### config.mk
export PLATFORM = sky130hd
export DESIGN_NAME = bisr_remap_mux_pipe
export DESIGN_NICKNAME = d
export VERILOG_FILES = /design/src/rtl/bisr_remap_mux_pipe.sv
export SDC_FILE = /design/constraint.sdc
export NUM_CORES = 1
export LEC_CHECK = 0
export CAP_MARGIN = 5
export CORE_AREA = 2 2 118 148
export CTS_BUF_LIST = sky130_fd_sc_hd__clkbuf_4 sky130_fd_sc_hd__clkbuf_8
export CTS_CLUSTER_SIZE = 16
export DETAILED_ROUTE_END_ITERATION = 7
export DIE_AREA = 0 0 120 150
export PLACE_DENSITY = 0.74
export SYNTH_ARGS = -nofsm -noshare
export SYNTH_HDL_FRONTEND = slang
export SYNTH_SLANG_ARGS = --single-unit
export TNS_END_PERCENT = 20
### constraint.sdc
create_clock -name clk -period 15 [get_ports clk]
set_clock_uncertainty 0.2 [all_clocks]
set_input_delay 2.25 -clock clk [delete_from_list [all_inputs] [get_ports clk]]
set_output_delay 2.25 -clock clk [all_outputs]
set_load 0.02 [all_outputs]
### src/rtl/bisr_remap_mux_pipe.sv
// BISR weight remapper: each output lane picks one input word; select table committed atomically at burst gaps.
// Latency PIPE_STAGES cycles, 1 beat/cycle, no backpressure (commit waits for an in_valid gap or COMMIT_TIMEOUT).
module bisr_remap_mux_pipe #(
    parameter int NUM_INPUTS     = 4,
    parameter int NUM_OUTPUTS    = 4,
    parameter int WORD_SIZE      = 16,
    parameter int PIPE_STAGES    = 2,
    parameter int COMMIT_TIMEOUT = 64,
    localparam int SEL_W  = $clog2(NUM_INPUTS),
    localparam int LANE_W = (NUM_OUTPUTS > 1) ? $clog2(NUM_OUTPUTS) : 1
) (
    input  logic                             clk,
    input  logic                             rst,
    input  logic                             in_valid,
    input  logic [NUM_INPUTS*WORD_SIZE-1:0]  in_bus,
    output logic                             out_valid,
    output logic [NUM_OUTPUTS*WORD_SIZE-1:0] out_bus,
    input  logic                             cfg_wr_en,
    input  logic [LANE_W-1:0]                cfg_lane,
    input  logic [SEL_W-1:0]                 cfg_sel,
    input  logic                             cfg_commit,
    output logic                             cfg_busy,
    output logic [NUM_OUTPUTS*SEL_W-1:0]     active_sel_bus,
    output logic                             sel_err
);
    localparam int CNT_W = $clog2(COMMIT_TIMEOUT + 1);
    localparam int BUS_W = NUM_OUTPUTS * WORD_SIZE;

    typedef enum logic {IDLE, PENDING} state_t;

    state_t             state_q, state_d;
    logic [CNT_W-1:0]   cnt_q, cnt_d;
    logic [SEL_W-1:0]   shadow_q [NUM_OUTPUTS];
    logic [SEL_W-1:0]   shadow_d [NUM_OUTPUTS];
    logic [SEL_W-1:0]   active_q [NUM_OUTPUTS];
    logic [SEL_W-1:0]   active_d [NUM_OUTPUTS];
    logic               sel_err_q, sel_err_d;
    logic               vld_q [PIPE_STAGES];
    logic [BUS_W-1:0]   dat_q [PIPE_STAGES];
    logic [BUS_W-1:0]   mux_dat;
    logic               lane_ok, sel_ok, wr_ok, do_copy;

    always_comb begin
        lane_ok   = int'(cfg_lane) < NUM_OUTPUTS;
        sel_ok    = int'(cfg_sel) < NUM_INPUTS;
        wr_ok     = cfg_wr_en && (state_q == IDLE) && lane_ok && sel_ok;
        sel_err_d = sel_err_q | (cfg_wr_en & ~wr_ok);
        shadow_d  = shadow_q;
        if (wr_ok) begin
            shadow_d[cfg_lane] = cfg_sel;
        end
    end

    // The copy takes shadow_d so a same-cycle write is included in the commit.
    always_comb begin
        state_d = state_q;
        cnt_d   = cnt_q;
        do_copy = 1'b0;
        case (state_q)
            IDLE: begin
                if (cfg_commit) begin
                    if (in_valid) begin
                        state_d = PENDING;
                        cnt_d   = '0;
                    end else begin
                        do_copy = 1'b1;
                    end
                end
            end
            PENDING: begin
                cnt_d = cnt_q + 1'b1;
                if (!in_valid || cnt_q == CNT_W'(COMMIT_TIMEOUT - 1)) begin
                    do_copy = 1'b1;
                    state_d = IDLE;
                end
            end
            default: state_d = IDLE;
        endcase
        active_d = do_copy ? shadow_d : active_q;
    end

    // Compare-based mux keeps non-power-of-two NUM_INPUTS free of out-of-range slices.
    always_comb begin
        mux_dat = '0;
        for (int j = 0; j < NUM_OUTPUTS; j++) begin
            for (int i = 0; i < NUM_INPUTS; i++) begin
                if (active_q[j] == SEL_W'(i)) begin
                    mux_dat[j*WORD_SIZE +: WORD_SIZE] = in_bus[i*WORD_SIZE +: WORD_SIZE];
                end
            end
        end
    end

    always_ff @(posedge clk or posedge rst) begin
        if (rst) begin
            state_q   <= IDLE;
            cnt_q     <= '0;
            sel_err_q <= 1'b0;
            for (int j = 0; j < NUM_OUTPUTS; j++) begin
                shadow_q[j] <= SEL_W'(j % NUM_INPUTS);
                active_q[j] <= SEL_W'(j % NUM_INPUTS);
            end
        end else begin
            state_q   <= state_d;
            cnt_q     <= cnt_d;
            sel_err_q <= sel_err_d;
            shadow_q  <= shadow_d;
            active_q  <= active_d;
        end
    end

    always_ff @(posedge clk or posedge rst) begin
        if (rst) begin
            for (int k = 0; k < PIPE_STAGES; k++) begin
                vld_q[k] <= 1'b0;
                dat_q[k] <= '0;
            end
        end else begin
            vld_q[0] <= in_valid;
            if (in_valid) begin
                dat_q[0] <= mux_dat;
            end
            for (int k = 1; k < PIPE_STAGES; k++) begin
                vld_q[k] <= vld_q[k-1];
                if (vld_q[k-1]) begin
                    dat_q[k] <= dat_q[k-1];
                end
            end
        end
    end

    always_comb begin
        for (int j = 0; j < NUM_OUTPUTS; j++) begin
            active_sel_bus[j*SEL_W +: SEL_W] = active_q[j];
        end
    end

    assign out_valid = vld_q[PIPE_STAGES-1];
    assign out_bus   = dat_q[PIPE_STAGES-1];
    assign cfg_busy  = (state_q == PENDING);
    assign sel_err   = sel_err_q;
endmodule
Yosys cells after proc, flatten, opt, wreduce, memory -nomap -nowiden --
Index checks and enable logic that the tools add are counted.
Storage, ports and cells: memories kept 0, memory bits (writable) 0, flip-flop bits (word level) 155, bits in latches 0, logic and storage cells 78, input bits 73, ROM bits 0
Cells by class: shift operators 0, divide/modulo/power cells 0, bitwise gates (word level) 5, magnitude comparators 2, mux-type cells 31, add/sub/neg operators 1, reduce and logical (&&, ||, !) cells 9, multiply operators 0, equality and inequality tests 15
Operators by type and width (count):
- $mux 16 | 16
- $eq 2x2->1 const B | 8
- $mux 7 | 2
- $pmux 7 s2 | 1
- $bwmux 8 | 1
- $eq 2x1->1 const B | 4
- $logic_not 2->1 | 4
- $mux 8 | 1
- $add 7x1->7 const B | 1
- $eq 7x6->1 const B | 1
- $mux 1 | 6
- $demux 2 s2 | 1
- $ne 2x2->1 const B | 2
- $pmux 1 s2 | 2
- $ge 3x3->1 const B | 1
- $lt 3x1->1 const B | 1
- $not 2->3 | 1
- $logic_and 1x1->1 | 2
- $mux 2 | 1
- $not 1->1 | 2
- $reduce_and 2->1 | 1
- $and 1x1->1 | 1
- $logic_not 1->1 | 1
- $logic_or 1x1->1 | 1
- $or 1x1->1 | 1

Longest topological paths before layout --
Gate-level depths: netlist of the first run.
depth after elaboration 7, mapped depth 6

Worst setup path before layout of the first run --
No wires, ideal clock.
kind input port to flip-flop, start input cfg_lane[1], end register active_q (netlist bit active_sel_bus[0]), slack 11413 ps, required time 14675 ps, data arrival time 3262 ps, path buffers 0, cell stages on the path 3, library setup time 125 ps, cell sequence nor4b_1 -> mux2_2 -> mux2_2
RTL lines:
- start: declaration | line 19 | input logic [LANE_W-1:0] cfg_lane,
- end signal: indexed assignment | line 101 | active_q[j] <= SEL_W'(j % NUM_INPUTS);
- end signal: assignment | line 108 | active_q <= active_d;
- end: declaration | line 35 | logic [SEL_W-1:0] active_q [NUM_OUTPUTS];

Final worst setup path of the first run --
start register active_q (netlist bit active_sel_bus[4]), end output active_sel_bus[4]
RTL lines:
- end: declaration | line 23 | output logic [NUM_OUTPUTS*SEL_W-1:0] active_sel_bus,
No word-level cell between the ends.

==> results.md, run 1 <==
| Metric | This run | Unit |
| --- | --- | --- |
| Number of failing setup endpoints in the final timing report | 0 | - |
| Longest Clk Path Bufs | 2 | - |
| Sort of element at the end of the critical path | output port | - |
| Area growth syn-to-layout | 18.84 | % |
| TritonCTS sink count | 155 | - |
| Post-DR vias/cell | 5.681 | - |
| Starting density of the core | 48.91 | % |
| TritonCTS Buffers | 17 | - |
| Type of the worst setup path | reg -> out | - |
| Detailed-route wire length per cell | 21.75 | um |
| Shortest clock period the worst path allows after layout | 4709 | ps |
| R2r setup slk | 12,640 | ps |
| Core area | 16,640 | um^2 |
| Unrepaired setup endpoints after global routing | no | - |
| Final Hold Fails | 0 | - |
| Critical path capture point | active_sel_bus[4] | - |
| First-pass GRT wire length | 27,170 | um |
| H-Tree Depth | 4 | - |
| Ys Warns | 0 | - |
| Post-synthesis sequential element count | 155 | - |
| Data required, critical path | 12,550 | ps |
| Top-Level Pins | 148 | - |
| Total detailed-routing wirelength | 17,400 | um |
| DRC violation count after routing | 0 | - |
| RR Startpoint | active_sel_bus[4] | - |
| Die Ht | 150 | um |
| Grt ovf | 0 | - |
| Buffers inserted during post-CTS setup optimization | 0 | - |
| Min-Delay Path Class | reg -> reg | - |
| Family of cells with the greatest summed delay on the critical path | flip-flops | - |
| Maximum achievable frequency | 212.4 | MHz |
| Post-synthesis net count | 568 | - |
| Die area | 18,000 | um^2 |
| Horizontal die dimension | 120 | um |
| Hold Path Depth | 1 | - |
| Max-cap viol count | 0 | - |
| Largest incremental delay on the critical path | 1050 | ps |
| Total via count after detailed routing | 4,545 | - |
| Launching instance or port of the critical path | active_sel_bus[4] | - |
| Power density relative to cell area | 184.2 | nW/um^2 |
| Clock-pin transition on the worst setup and hold timing paths | 90 | ps |
| Sum Neg Setup Slack | 0 | ps |
| Top post-synthesis cells by area | sky130_fd_sc_hd__dfrtp_1, sky130_fd_sc_hd__mux2_2, sky130_fd_sc_hd__mux4_2 | - |
| Library cell with the largest summed area after synthesis | sky130_fd_sc_hd__dfrtp_1 | - |
| Switching power of the nets | 567.6 | uW |
| Internal power | 1.214 | mW |
| Antenna violations before repair | 0 | - |
| Hold-fix buffers at CTS | 0 | - |
| CP cell instances | clkdlybuf4s50_1 | - |
| Via count of the first global-routing pass | 4,788 | - |
| Slew Limit Fails | 0 | - |
| Critical-path top delay cell | sky130_fd_sc_hd__dfrtp_1 | - |
| Yosys top cell area share | 45.19 | % |
| Proportion of synthesized chip area in sequential cells | 47.77 | % |
| Cells after synthesis | 494 | - |
| Final GP Congestion | 0.7711 | - |
| Run status | complete, no violations | - |
| Number of detailed-routing iterations run before antenna repair | 4 | - |
| Area used by sequential logic in the layout | 3890 | um^2 |
| Antenna cells | 0 | - |
| Syn Std Cell Area | 8140 | um^2 |
| Depth of the critical timing path with buffers and inverters included | 1 | - |
| # resized after CTS | 0 | - |
| Switching power share of the total | 31.86 | % |
| VDD IR-drop max | 122.0 | uV |
| Overall routing resource usage | 20.12 | % |
| Crit Reg-Reg Endpoint | dat_q[108] | - |
| Commonest cells after routing, fill and taps aside | sky130_fd_sc_hd__dfrtp_1, sky130_fd_sc_hd__clkdlybuf4s50_1, sky130_fd_sc_hd__mux2_2 | - |
| Final-layout fill cell count | 1,246 | - |
| Cell variety after synth | 27 | - |
| Leak | 3.930 | nW |
| TritonCTS clock tree | done | - |
| Post-route fraction of the period consumed by the critical path | 31.39 | % |
| Worst Path Arrival | 2260 | ps |
| NumNets Final | 641 | - |
| Placed wire-length estimate after detailed placement | 12,080 | um |
| Standard-cell rows | 53 | - |
| Post-DP Area | 9193 | um^2 |
| Maximum fanout along the worst path | 18 | - |
| Maximum number of pins on one net before global-route repair | 94 | - |
| Sequential cell fraction of total power | 41.8 | % |
| Antenna-violating nets left | 0 | - |
| Post-Layout Inst Area | 9674 | um^2 |
| Starting DRT DRC Count | 268 | - |
| Multi-input gate area in the final layout | 3523 | um^2 |
| Sum of buffers and inverters on the critical path | 1 | - |
| Depth of the worst register-to-register path | 2 | - |
| Clock tree root driver cell | sky130_fd_sc_hd__clkbuf_8 | - |
| Fraction of layout instances using a drive strength above 1 | 39.66 | % |
| Average cell area after synthesis | 16.48 | um^2 |
| Power share of the combinational group | 37.4 | % |
| Tightest Pin Transition | 1084 | ps |
| Nature of the critical path startpoint | flip-flop | - |
| Number of buffer cells added on primary ports | 147 | - |
| Headroom to the max-slew limit | 27.75 | % |
| Clock network fraction of design power | 20.8 | % |
| Clock latency at the later pin of the worst-skew pair | 430 | ps |
==> layer usage <==
metal  routed length (um)  vias up  GRT usage, %  part of all wire [%]
li1                     -     1972             -                     -
met1                 7161     2429         25.40                    41
met2                 9381      136         35.57                    54
met3                  699        8         3.735                   4.0
met4                  157        0         5.471                  0.90
met5                    0        -             0                     0
==> Yosys cell counts <==
cell	number
sky130_fd_sc_hd__a21o_1	1
sky130_fd_sc_hd__and4bb_2	2
sky130_fd_sc_hd__buf_12	4
sky130_fd_sc_hd__buf_2	17
sky130_fd_sc_hd__buf_4	65
sky130_fd_sc_hd__buf_6	4
sky130_fd_sc_hd__clkbuf_1	6
sky130_fd_sc_hd__dfrtp_1	147
sky130_fd_sc_hd__dfstp_2	8
sky130_fd_sc_hd__ha_1	1
sky130_fd_sc_hd__inv_1	2
sky130_fd_sc_hd__mux2_2	108
sky130_fd_sc_hd__mux2_4	36
sky130_fd_sc_hd__mux4_1	28
sky130_fd_sc_hd__mux4_2	36
sky130_fd_sc_hd__nand2_1	5
sky130_fd_sc_hd__nand3_1	6
sky130_fd_sc_hd__nand3b_1	1
sky130_fd_sc_hd__nand4_1	2
sky130_fd_sc_hd__nand4b_1	2
sky130_fd_sc_hd__nor2_1	1
sky130_fd_sc_hd__nor4b_1	1
sky130_fd_sc_hd__o211ai_1	2
sky130_fd_sc_hd__o21ai_0	6
sky130_fd_sc_hd__o221a_2	1
sky130_fd_sc_hd__o22ai_2	1
sky130_fd_sc_hd__o31ai_1	1
==> how the worst min path moves through the flow <==
| stage | from | end | slack [ps] |
|---|---|---|---|
| global placement | sel_err | sel_err | 250 |
| global route | sel_err | sel_err | 290 |
| floorplan | vld_q[1] | out_valid | 150 |
| detailed placement | sel_err | sel_err | 250 |
| finish | sel_err | sel_err | 260 |
| CTS | sel_err | sel_err | 270 |
==> power by group through the flow <==
stage	logic [mW]	clock network, mW	registers, mW
after floorplan	0.591	0	0.666
after global placement	0.661	0	0.748
after detailed placement	0.671	0	0.754
after CTS	0.673	0.378	0.747
after global routing	0.704	0.396	0.769
final	0.666	0.371	0.744
==> layout make-up <==
cell class / count / area share, %
flip-flops and latches: 155 / 40.21
multi-input cells: 241 / 36.42
repair buffers: 150 / 15.42
well taps: 220 / 2.845
clock buffers: 20 / 2.781
clock inverters: 12 / 2.199
inverters: 2 / 0.1293
==> sequential cells by signal, summed over array words and instances, names as in the netlist <==
register / cells
sel_err: 1
active_sel_bus: 8
cnt_q: 7
out_bus: 64
cfg_busy: 1
shadow_q: 8
vld_q: 1
dat_q: 64
out_valid: 1
==> stage by stage <==
stage	hold WS, ps	utilization, %	power [mW]	std cells	worst slack, ps
after CTS	266.9	58.12	1.798	800	10250
after floorplan	151.9	-	1.256	494	8385
final	259.7	58.12	1.782	800	10290
after global placement	248.3	55.23	1.408	768	10590
after global routing	286.8	58.12	1.869	800	10150
after detailed placement	247.4	55.23	1.425	768	10510
==> cells by family after synthesis <==
family          after synthesis  share of synthesized area (%)
flops                       155                          47.77
fa+ha+maj                     1                         0.1537
compound gates               12                          1.030
mux                         208                          40.58
simple gates                 20                          1.522
buf+inv                      98                          8.946
Note: power is estimated with default switching activity, not from simulation.
==> inputs of run 2 (changes only) <==
--- a/config.mk
+++ b/config.mk
@@ -6,12 +6,12 @@
 export NUM_CORES = 1
 export LEC_CHECK = 0
 export CAP_MARGIN = 5
-export CORE_AREA = 2 2 118 148
+export CORE_AREA = 2 2 119 150
 export CTS_BUF_LIST = sky130_fd_sc_hd__clkbuf_4 sky130_fd_sc_hd__clkbuf_8
 export CTS_CLUSTER_SIZE = 16
 export DETAILED_ROUTE_END_ITERATION = 7
-export DIE_AREA = 0 0 120 150
-export PLACE_DENSITY = 0.74
+export DIE_AREA = 0 0 121 152
+export PLACE_DENSITY = 0.76
 export SYNTH_ARGS = -nofsm -noshare
 export SYNTH_HDL_FRONTEND = slang
 export SYNTH_SLANG_ARGS = --single-unit
==> constraint.sdc (replaced) <==
create_clock -name clk -period 3.9 [get_ports clk]
set_clock_uncertainty 0.2 [all_clocks]
set_input_delay 0.585 -clock clk [delete_from_list [all_inputs] [get_ports clk]]
set_output_delay 0.585 -clock clk [all_outputs]
set_load 0.02 [all_outputs]
==> run 2 against run 1 <==
Via count increased by 0.37%. Register-to-register slack lost 11000 ps. Core utilization fell by 1.3 points. Largest cell class unchanged. Sequential share of layout area decreased by 0.17 points. Setup slack lost 9300 ps. Non-clock buffer count increased by 8. Combinational power rose to 3.9 times the previous value. Highest routed layer unchanged. First-iteration DRC count shrank 23%.
==> results.md, run 2 (same netlist as run 1, synthesis figures left out) <==
| Metric | This run | Unit |
| --- | --- | --- |
| Run status | complete, no violations | - |
| Grt ovf | 0 | - |
| Clock network fraction of design power | 19.3 | % |
| Largest incremental delay on the critical path | 940 | ps |
| Multi-input gate area in the final layout | 3523 | um^2 |
| Cell count after placement | 780 | - |
| Power share of the combinational group | 39.0 | % |
| VDD IR-drop max | 364.8 | uV |
| Leak | 3.963 | nW |
| Starting density of the core | 47.62 | % |
| Final cell count without fillers | 811 | - |
| Switching power of the nets | 2.142 | mW |
| Sort of element at the end of the critical path | output port | - |
| Clock latency at the later pin of the worst-skew pair | 440 | ps |
| Buffers inserted during post-CTS setup optimization | 0 | - |
| Maximum fanout along the worst path | 18 | - |
| Maximum number of pins on one net before global-route repair | 51 | - |
| Family of cells with the greatest summed delay on the critical path | flip-flops | - |
| Fraction of layout instances using a drive strength above 1 | 40.37 | % |
| Sum of buffers and inverters on the critical path | 1 | - |
| First-pass GRT wire length | 27,560 | um |
| TritonCTS sink count | 155 | - |
| Final GP Congestion | 0.7945 | - |
| Total via count after detailed routing | 4,562 | - |
| Max-cap viol count | 0 | - |
| TritonCTS Buffers | 17 | - |
| Detailed-route wire length per cell | 21.38 | um |
| Sum Neg Setup Slack | 0 | ps |
| Number of detailed-routing iterations run before antenna repair | 4 | - |
| Commonest cells after routing, fill and taps aside | sky130_fd_sc_hd__dfrtp_1, sky130_fd_sc_hd__clkdlybuf4s50_1, sky130_fd_sc_hd__mux2_2 | - |
| Antenna violations before repair | 0 | - |
| Final-layout fill cell count | 1,359 | - |
| Core area | 17,090 | um^2 |
| Antenna cells | 0 | - |
| Clock tree root driver cell | sky130_fd_sc_hd__clkbuf_8 | - |
| Clock-pin transition on the worst setup and hold timing paths | 80 | ps |
| Placed wire-length estimate after detailed placement | 12,620 | um |
| Sequential cell fraction of total power | 41.7 | % |
| Depth of the worst register-to-register path | 3 | - |
| Post-DP Area | 9281 | um^2 |
| Total detailed-routing wirelength | 17,340 | um |
| Via count of the first global-routing pass | 4,934 | - |
| Min-Delay Startpoint | sel_err | - |
| Standard-cell rows | 54 | - |
| # resized after CTS | 0 | - |
| Overall routing resource usage | 19.89 | % |
| Shortest clock period the worst path allows after layout | 2893 | ps |
| Number of buffer cells added on primary ports | 147 | - |
| Post-route fraction of the period consumed by the critical path | 74.19 | % |
| Die Ht | 152 | um |
| Maximum achievable frequency | 345.6 | MHz |
| Horizontal die dimension | 121 | um |
| Post-DR vias/cell | 5.625 | - |
| CP cell instances | clkdlybuf4s50_1 | - |
| Top-Level Pins | 148 | - |
| Worst Path Arrival | 2110 | ps |
| Slew Limit Fails | 0 | - |
| Headroom to the max-slew limit | 44.24 | % |
| Tightest Pin Transition | 834.6 | ps |
| Type of the worst setup path | reg -> out | - |
| Nature of the critical path startpoint | flip-flop | - |
| Hold-fix buffers at CTS | 0 | - |
| Power density relative to cell area | 694.9 | nW/um^2 |
| Min-Delay Path Class | reg -> reg | - |
| Area growth syn-to-layout | 19.35 | % |
| Post-Layout Inst Area | 9716 | um^2 |
| NumNets Final | 649 | - |
| Starting DRT DRC Count | 207 | - |
| Antenna-violating nets left | 0 | - |
| Hold Path Depth | 1 | - |
| H-Tree Depth | 4 | - |
| Critical-path top delay cell | sky130_fd_sc_hd__dfstp_2 | - |
| Longest Clk Path Bufs | 2 | - |
| TritonCTS clock tree | done | - |
| RR Startpoint | active_sel_bus[0] | - |
| Data required, critical path | 3120 | ps |
| DRC violation count after routing | 0 | - |
| Switching power share of the total | 31.73 | % |
| Internal power | 4.609 | mW |
| Hold endpoint | sel_err | - |
| Crit Reg-Reg Endpoint | dat_q[74] | - |
| Unrepaired setup endpoints after global routing | no | - |
| Final Hold Fails | 0 | - |
| R2r setup slk | 1560 | ps |
| Area used by sequential logic in the layout | 3890 | um^2 |
| Die area | 18,390 | um^2 |
| Number of failing setup endpoints in the final timing report | 0 | - |
==> run 2: area by class of cell <==
| cell class | instances | share of cell area, % |
|---|---|---|
| sequential | 155 | 40.04 |
| multi-input combinational | 241 | 36.27 |
| timing repair buffer | 158 | 16.23 |
| clock buffer | 24 | 3.335 |
| tap | 224 | 2.885 |
| clock inverter | 7 | 1.133 |
| inverter | 2 | 0.1159 |
==> run 2: how the worst max path moves through the flow <==
stage / startpoint / end / slack, ps / cells after the start
CTS: active_sel_bus[2] / active_sel_bus[2] / 940 / 1
detailed placement: cfg_wr_en / active_sel_bus[0] / 1330 / 4
finish: active_sel_bus[6] / active_sel_bus[6] / 1010 / 1
global placement: cfg_wr_en / active_sel_bus[0] / 1390 / 4
floorplan: rst / active_sel_bus[0] / 1160 / 1
global route: active_sel_bus[2] / active_sel_bus[2] / 890 / 1
==> run 2: layer usage <==
metal	wire length, um	vias to the layer above	GRT usage (%)
met5	0	-	0
met4	497	0	8.250
met3	854	31	4.279
met2	8991	153	32.96
met1	6994	2389	25.25
li1	-	1989	-
==> run 2: stage by stage <==
stage                     power [mW]  setup WS (ps)  utilization, %  hold WS (ps)
after floorplan                4.832           1163               -         151.9
after global placement         5.424           1386           54.30         240.7
after detailed placement       5.511           1331           54.30         259.9
after CTS                      6.829          943.1           56.84         277.6
after global routing           7.097          887.0           56.84         283.7
final                          6.751           1007           56.84         271.5
==> run 2: power groups by stage <==
stage / logic [mW] / registers (mW) / clock network (mW)
after floorplan: 2.27 / 2.56 / 0
after global placement: 2.60 / 2.82 / 0
after detailed placement: 2.65 / 2.86 / 0
after CTS: 2.66 / 2.83 / 1.33
after global routing: 2.78 / 2.91 / 1.40
final: 2.63 / 2.82 / 1.30
